File: src/rtl/dft24_scheduler.sv
// Sequencing controller for the 24-point DFT core: issue of twiddle indices 0..11 and paired result writes.
// Optional abort support is enabled by defining DFT_SCHED_ABORT_EN.
//
// state   | meaning
// IDLE    | waiting for start, all outputs quiet
// WAIT_IN | transform requested, waiting for the sample buffer to fill
// ISSUE   | presenting twiddle index k = 0..11, one per unstalled cycle
// DRAIN   | waiting for the in-flight operations to reach the result buffer
// DONE    | one-cycle completion pulse
module dft24_scheduler #(
  parameter int PIPE_LAT = 3
) (
  input  logic       clk,
  input  logic       rst_n,
  input  logic       start,
  input  logic       abort,
  input  logic       in_full,
  input  logic       out_stall,
  output logic       in_consume,
  output logic [4:0] tw_k,
  output logic       issue_valid,
  output logic       pipe_en,
  output logic       wr_en,
  output logic [4:0] wr_addr0,
  output logic [4:0] wr_addr1,
  output logic       busy,
  output logic       done
);

`ifdef DFT_SCHED_ABORT_EN
  localparam bit ABORT_EN = 1'b1;
`else
  localparam bit ABORT_EN = 1'b0;
`endif

  // Every tracker entry except the head, used to detect the final write.
  localparam logic [PIPE_LAT-1:0] REST_MASK = {PIPE_LAT{1'b1}} >> 1;

  typedef enum logic [2:0] {IDLE, WAIT_IN, ISSUE, DRAIN, DONE} state_t;

  state_t               state, state_nx;
  logic [3:0]           cnt, cnt_nx;
  logic [PIPE_LAT-1:0]  tv;
  logic [3:0]           tk [PIPE_LAT];
  logic                 active;
  logic                 abort_act;

  assign active    = (state == WAIT_IN) || (state == ISSUE) || (state == DRAIN);
  assign abort_act = ABORT_EN && abort && active;

  always_ff @(posedge clk or negedge rst_n) begin
    if (!rst_n) begin
      state <= IDLE;
      cnt   <= 4'd0;
    end else begin
      state <= state_nx;
      cnt   <= cnt_nx;
    end
  end

  always_comb begin
    state_nx    = state;
    cnt_nx      = cnt;
    issue_valid = 1'b0;
    in_consume  = 1'b0;
    done        = 1'b0;
    busy        = 1'b0;
    case (state)
      IDLE: begin
        if (start) state_nx = WAIT_IN;
      end
      WAIT_IN: begin
        busy = 1'b1;
        if (in_full && !out_stall) begin
          state_nx = ISSUE;
          cnt_nx   = 4'd0;
        end
      end
      ISSUE: begin
        busy = 1'b1;
        if (!out_stall) begin
          issue_valid = 1'b1;
          if (cnt == 4'd11) begin
            in_consume = 1'b1;
            state_nx   = DRAIN;
          end else begin
            cnt_nx = cnt + 4'd1;
          end
        end
      end
      DRAIN: begin
        busy = 1'b1;
        if (!out_stall && ((tv & REST_MASK) == '0)) state_nx = DONE;
      end
      DONE: begin
        done     = 1'b1;
        state_nx = IDLE;
      end
      default: state_nx = IDLE;
    endcase
    if (abort_act) begin
      state_nx = IDLE;
      cnt_nx   = 4'd0;
    end
  end

  // In-flight tracker: entry 0 takes the issue, entry PIPE_LAT-1 is the head.
  always_ff @(posedge clk or negedge rst_n) begin
    if (!rst_n) begin
      tv <= '0;
      for (int i = 0; i < PIPE_LAT; i++) tk[i] <= 4'd0;
    end else if (abort_act) begin
      tv <= '0;
    end else if (!out_stall) begin
      tv[0] <= issue_valid;
      tk[0] <= cnt;
      for (int i = 1; i < PIPE_LAT; i++) begin
        tv[i] <= tv[i-1];
        tk[i] <= tk[i-1];
      end
    end
  end

  assign pipe_en  = !out_stall;
  assign wr_en    = tv[PIPE_LAT-1] && !out_stall;
  assign wr_addr0 = wr_en ? {tk[PIPE_LAT-1], 1'b0} : 5'd0;
  assign wr_addr1 = wr_en ? {tk[PIPE_LAT-1], 1'b1} : 5'd0;
  // The counter stops on 11, so outside ISSUE it still holds the last issued index.
  assign tw_k     = (state == IDLE) ? 5'd0 : {1'b0, cnt};

endmodule

File: config.mk
export PLATFORM = sky130hd
export DESIGN_NAME = dft24_scheduler
export DESIGN_NICKNAME = d
export VERILOG_FILES = /design/src/rtl/dft24_scheduler.sv
export SDC_FILE = /design/constraint.sdc
export NUM_CORES = 1
export LEC_CHECK = 0
export CAP_MARGIN = 10
export CORE_MARGIN = 1
export CORE_UTILIZATION = 35
export CTS_CLUSTER_DIAMETER = 40
export DETAILED_ROUTE_END_ITERATION = 8
export GPL_TIMING_DRIVEN = 1
export PLACE_DENSITY = 0.72
export SETUP_SLACK_MARGIN = 0.2
export SLEW_MARGIN = 5
export SYNTH_ARGS = -nofsm -noshare
export SYNTH_HDL_FRONTEND = slang
export SYNTH_SLANG_ARGS = --single-unit
export TNS_END_PERCENT = 1
File: constraint.sdc
create_clock -name clk -period 1.6 [get_ports clk]
set_clock_uncertainty 0.05 [all_clocks]
set_input_delay 0.4 -clock clk [delete_from_list [all_inputs] [get_ports clk]]
set_output_delay 0.4 -clock clk [all_outputs]
set_load 0.01 [all_outputs]
==> flow_summary.toml <==
[clocking]
cts_buffers = 3
insertion_delay_ns = 0.30
cts_sinks = 22
cts_tree = "done"
path_clk_slew_ns = 0.11
h-tree-depth = 1
cts_buffer_depth = 2
ctsHoldBuffers = 0
clockRootBuffer = "clkbuf_4"

[critical_path]
crit_path_start = "state[0]"
cp-start-kind = "flip-flop"
r2r-end = "state[0]"
cpMaxStageDelayCell = "or4b_4"
reg2regPathDepth = 5
worstReg2RegStart = "cnt[1]"
critPathRequiredTime_ns = 1.15
end_kind = "output pin"
path_class = "flip-flop to output pin"
crit_family = "simple AND/OR/NAND/NOR gates"
cp.buffers_inverters = 1
critPathMaxFanout = 3
cp_slowest_stage_delay_ns = 0.59
critical_path.cell_chain = "or4b_4 -> nor2_4 -> buf_6"
worstPathArrival_ns = 1.50
r2r_slack_ns = -0.08

[yosys]
synth_area_leaders = "dfrtp_1 (49%), mux2_2 (11%), buf_4 (4.6%)"
seq_area_frac_synth_pct = 48.6
synth_fa_ha_area_share_pct = 1.10
synthFlopType = "dfrtp_1"
synth.avg_cell_area_um2 = 10.9
synth-edff-count = 0
muxShareOfSynthArea_pct = 11.8
synth_top_family_by_area = "simple AND/OR/NAND/NOR gates"
synth_top_area_share_pct = 48.6
syn-instance-count = 104
synth-compound-area-share_pct = 9.38
synth_xor_area_share_pct = 0
post_synth_and_or_nand_nor_area_fraction_pct = 19.2
yosys-top-cells-count = "dfrtp_1 (22), mux2_2 (11), buf_4 (7), nor2_1 (7)"
syn_area_um2 = 1130
yosysWarnings = 0
synth_top_area_cell = "dfrtp_1"
synth-seq-cells = 22
async_reset_ff_share_pct = 100
yosysUniqueCellTypes = 36
synth_most_common_cell = "dfrtp_1"

[floorplan]
fp-row-count = 20
io_pins = 27
die_area_um2 = 3470
die_y_um = 58.9
core_area_um2 = 3050
die_w_um = 58.9
initial_core_util_pct = 37.1

[placed_design]
port_buffers = 23
gp_congestion = 0.813
dp.final_hpwl_mm = 1.66

[timing]
finalHoldViolations = 0
slew_viol_final = 0
fin_crit_ns = 1.95
holdWs_ns = 0.393
fin_crit_sh_pct = 122
fmax_mhz = 512
finalWorstSetupSlack_ns = -0.355
rsz0062_at_grt = "yes"
setup_viol = 20

[drt]
drc = 0
drt_iter0_drc = 30
avgViaCountPerCell = 4.78
wl_per_cell_um = 12.1
first_pass_iters = 4
via_count = 866
postRouteAntennaNets = 0
drt-total-wl_mm = 2.20

[final_layout]
synthToLayoutAreaGrowth_pct = 35.0
fin_nets = 146
drive_gt1_share_pct = 43.1
diodes = 0
fin_util_pct = 50.1

[job]
drv_cap = 0

[global_route]
grt_antenna_before_repair = 0
overflow = 0
grt_util_all_layers_pct = 14.8
grt_pass1_wl_mm = 3.80
grt_pass1_vias = 837
grt_max_degree = 27

[pwr]
p_leak_nw = 0.709
peakVddDrop_uv = 405
power.density_nw_per_um2 = 1360
total_power_mw = 2.09

[outcome]
violations = "setup timing"
outcome = "complete, but fails checks"

[hold_path]
hold_class = "input port to asynchronous set/reset pin"
-- sequential cells by signal (all words and copies together) (netlist names) --
name,count
tv,3
cnt,4
tk,12
state,3
-- metal layers --
metal	global-route usage, %	part of all wire (%)	vias up
met2	23.4	50	24
li1	-	-	423
met3	2.86	3.9	7
met5	0	0	-
met4	6.80	2.2	0
met1	19.6	44	412
-- layout make-up --
| class | count | area, µm² |
|---|---|---|
| Sequential cell | 22 | 551 |
| Clock buffer | 3 | 22.5 |
| Multi-Input combinational cell | 64 | 508 |
| Inverter | 7 | 31.3 |
| Tap cell | 44 | 55.1 |
| Fill cell | 297 | 1520 |
| Timing Repair Buffer | 41 | 363 |
-- worst reg2reg max path: cells and delay by family (launching register included) --
kind / cells / cell delay (ns)
AND/OR/NAND/NOR: 2 / 0.58
flip-flops: 1 / 0.37
adder cells (fa/ha/maj): 1 / 0.21
AO/OA/AOI/OAI: 1 / 0.20
buffers and inverters: 1 / 0.19
-- layout by cell type (no fill, tap or decap), types with 5 or more instances in the layout --
cell type,n
and2_1,5
clkdlybuf4s15_2,8
inv_1,6
mux2_2,11
dfrtp_1,22
buf_6,6
nand2_1,6
buf_2,8
buf_4,13
nor2_1,5
-- power breakdown --
| group | internal, mW | switching [mW] |
|---|---|---|
| logic | 0.532 | 0.444 |
| registers | 0.752 | 0.116 |
| clock network | 0.0878 | 0.156 |
-- kinds of logic (layout without fill, tap and decap cells) --
family / Yosys count / count (layout)
muxes: 12 / 12
adders and majority gates: 1 / 1
buffers and inverters: 19 / 51
and+or+nand+nor: 34 / 34
other: 1 / 2
AOI/OAI and AO/OA: 15 / 15
DFF: 22 / 22
-- timing repair --
| action | CTS | global route |
|---|---|---|
| buffers inserted | 0 | 2 |
| gates resized for setup | 82 | 0 |
| pin swaps | 2 | 2 |
| setup endpoints to repair | 38 | 26 |
| hold endpoints to repair | 0 | 0 |
-- worst max path at each step --
stage | to | slack [ns] | depth (start not counted)
after detailed placement | in_consume | -0.88 | 4
after CTS | in_consume | -0.37 | 3
after global routing | in_consume | -0.41 | 3
after global placement | issue_valid | -0.89 | 4
after floorplan | in_consume | -0.05 | 3
final | in_consume | -0.35 | 3
-- metrics by stage --
step / instance area (µm²) / worst slack (ns) / TNS (ns) / cells
floorplan: 1160 / -0.0473 / -0.0828 / 105
global placement: 1470 / -0.888 / -16.45 / 176
detailed placement: 1470 / -0.883 / -16.92 / 176
CTS: 1520 / -0.368 / -3.24 / 179
global route: 1530 / -0.413 / -4.92 / 181
finish: 1530 / -0.355 / -3.64 / 181
Power figures use the tool's default switching activity.
==> RTL edit: new RTL, config.mk and constraints unchanged <==
Set the localparam `ABORT_EN` to 1'b1 (it was 1'b0).
--- a/src/rtl/dft24_scheduler.sv
+++ b/src/rtl/dft24_scheduler.sv
@@ -32,3 +32,3 @@
 `else
-  localparam bit ABORT_EN = 1'b0;
+  localparam bit ABORT_EN = 1'b1;
 `endif
Formal check against the unedited RTL: not equivalent (Yosys sat finds a counterexample within 4 cycles, from zero or initial values and one cycle with rst_n low).
==> RTL edit against the unedited design <==
Highest routed layer is now met3. Final cell count is 8.3% higher. Wire length is 17% higher. Synthesized area is 4.6% higher. Design area is 9.9% higher. The run still ends with negative setup slack left. Critical path type unchanged. Worst setup slack better by 100 ps. Power is 15% lower. Via count is 8.1% higher. Sequential cell count stayed put. Largest cell class is now multi-input combinational cells. Sequential share of layout area is 3.2 points lower.
==> RTL edit: results (changes against the unedited design) <==
Setup path
  – Crit path largest cell delay: 400 ps (-190 ps)
  – CP Data Arrival Time: 1400 ps (-100 ps)
  – Slowest library cell on the worst path: dfrtp_1
  – Max FO, Critical Path: 3 (unchanged)
  – Crit path max-delay family: simple AND/OR/NAND/NOR gates

STA
  – Post-route minimum period: 1850 ps (-101 ps)
  – Final setup vio count: 34 (+70%)
  – Final worst-path setup slack: -254 ps (+101 ps)
  – Post-Route Setup TNS: -2590 ps (+1050 ps)

Global route
  – First-pass GRT wire length: 4400 um (+16%)
  – Largest net degree at the start of global routing: 23 (-15%)
  – Vias in the first global route: 956 (+14%)
  – Total track usage: 16.5% (+1.7 points)

Power
  – Int Power: 0.00118 W (-14%)
  – Pleak: 0.841 nW (+19%)
  – Peak VDD IR: 0.383 mV (-5.4%)

Flow run
  – Max Cap Viol: 0 (unchanged)

Status
  – Failing checks: negative setup slack
  – Status: finished with violations

Yosys
  – Mux share of post-synthesis cell area: 15.0% (+3.2 points)
  – Synth Area in XOR/XNOR: 0.738% (+0.74 points)
  – Top post-synthesis cells by count: dfrtp_1 (22), mux2_2 (14), nor2_1 (9)
  – Synth cell types: 34 (-5.6%)
  – Share of synthesized registers carrying an async set or reset: 100% (unchanged)
  – Compound-gate portion of the synthesized area: 7.91% (-1.5 points)
  – Post-Synth Adder-Cell Area: 1.05% (-0.049 points)
  – YS warnings: 0 (unchanged)
  – Synth area leaders: dfrtp_1 (46%), mux2_2 (13%), buf_4 (5.1%)
  – Number of flops mapped to enable cells by yosys: 0 (unchanged)
  – Synth Area per Inst: 10.6 um2 (-2.8%)
  – Sequential-to-total area share from yosys stat: 46.4% (-2.2 points)

Clock tree
  – CTS root buf: clkbuf_4
  – Insertion delay of the later-clocked pin in the worst-skew pair: around 290 ps
  – H-tree levels: 1 (unchanged)

Place
  – Post-DP HPWL: 1780 um (+7.0%)
  – Buffers on Ports: 24 (+4.3%)
  – Placer Congestion: 0.878 (+7.9%)
  – Placed cells: 188 (+6.8%)

Drt
  – Vias per inst: 4.78 (-0.19%)
  – Starting DRT DRC Count: 26 (-13%)
  – WL/cell: 13.1 um (+7.9%)
  – Iteration count of the initial detailed-routing pass: 4 (unchanged)

Final layout
  – Layout cells sized above 1: 53.9% (+11 points)
  – Fin nets: 161 (+10%)
  – Non-filler cells in the finished layout: 196 (+8.3%)
RTL edit: changes by cell type after synthesis, moves of 2 or more:
| cell | delta |
|---|---|
| nor3b_1 | +4 |
| o22ai_1 | -2 |
| mux2_2 | +3 |
| inv_1 | -2 |
| nor2_1 | +2 |
| o21ai_1 | -2 |
| nor3_1 | +3 |
| o21ai_0 | -2 |
| nor2b_1 | +4 |
RTL edit: cells by family (layout without fill, tap and decap cells):
group / count (synthesis) / count (layout)
other cells: 1 / 2
buf+inv: 18 / 57
compound gates: 12 / 12
simple gates: 41 / 41
fa+ha+maj: 1 / 1
mux: 16 / 16
flops: 22 / 22
xor+xnor: 1 / 1
RTL edit: power by group through the flow:
stage	clock, W	combinational, W	sequential, W
floorplan	0	0.000403	0.000682
CTS	0.000248	0.000840	0.000684
global route	0.000270	0.000929	0.000699
detailed placement	0	0.000654	0.000690
finish	0.000234	0.000860	0.000689
global placement	0	0.000630	0.000683
RTL edit: repair_timing:
action                     in CTS  in global routing
setup buffers                   5                  0
hold buffers                    0                  0
resized for setup             110                  3
setup endpoints to repair      38                 37
pin swaps                      16                  3
RTL edit: final cells by class:
type	count	area [um2]
tap	44	55.1
multi-input combinational	73	612
sequential	22	551
clock buffer	3	22.5
inverter	4	15.0
fill	277	1450
timing repair buffer	50	427
RTL edit: path summary, 6_finish.rpt:
check                         start         end  slack [ps]  cells after the start
hold reg to reg               tk[7]       tk[7]         470                      1
setup / recovery           state[2]  in_consume        -250                      5
setup reg to reg           state[0]      cnt[3]        -200                      4
max in group asynchronous     rst_n      cnt[1]         890                      2
hold / removal                rst_n      tk[10]         390                      2
min in group clk              tk[7]       tk[7]         470                      1
RTL edit: worst register-to-register path: cells and delay by family, from the launching register on:
family,cells,cell delay (ps)
AO/OA/AOI/OAI,1,70
flip-flops,1,420
AND/OR/NAND/NOR,2,1050
buffers and inverters,1,150
RTL edit: through the flow:
| step | area [um2] | setup WS (ps) | util (%) |
|---|---|---|---|
| after floorplan | 1200 | -174 | - |
| after global placement | 1550 | -816 | 49.4 |
| after detailed placement | 1550 | -805 | 49.4 |
| after CTS | 1670 | -245 | 53.5 |
| after global routing | 1680 | -338 | 53.8 |
| final | 1680 | -254 | 53.8 |
RTL edit: layer usage:
layer	wire length, um	part of all wire [%]	global-route usage (%)
met5	0	0	0
met4	0	0	4.65
met3	82	3.2	2.81
met2	1440	56	28.9
met1	1050	41	20.8
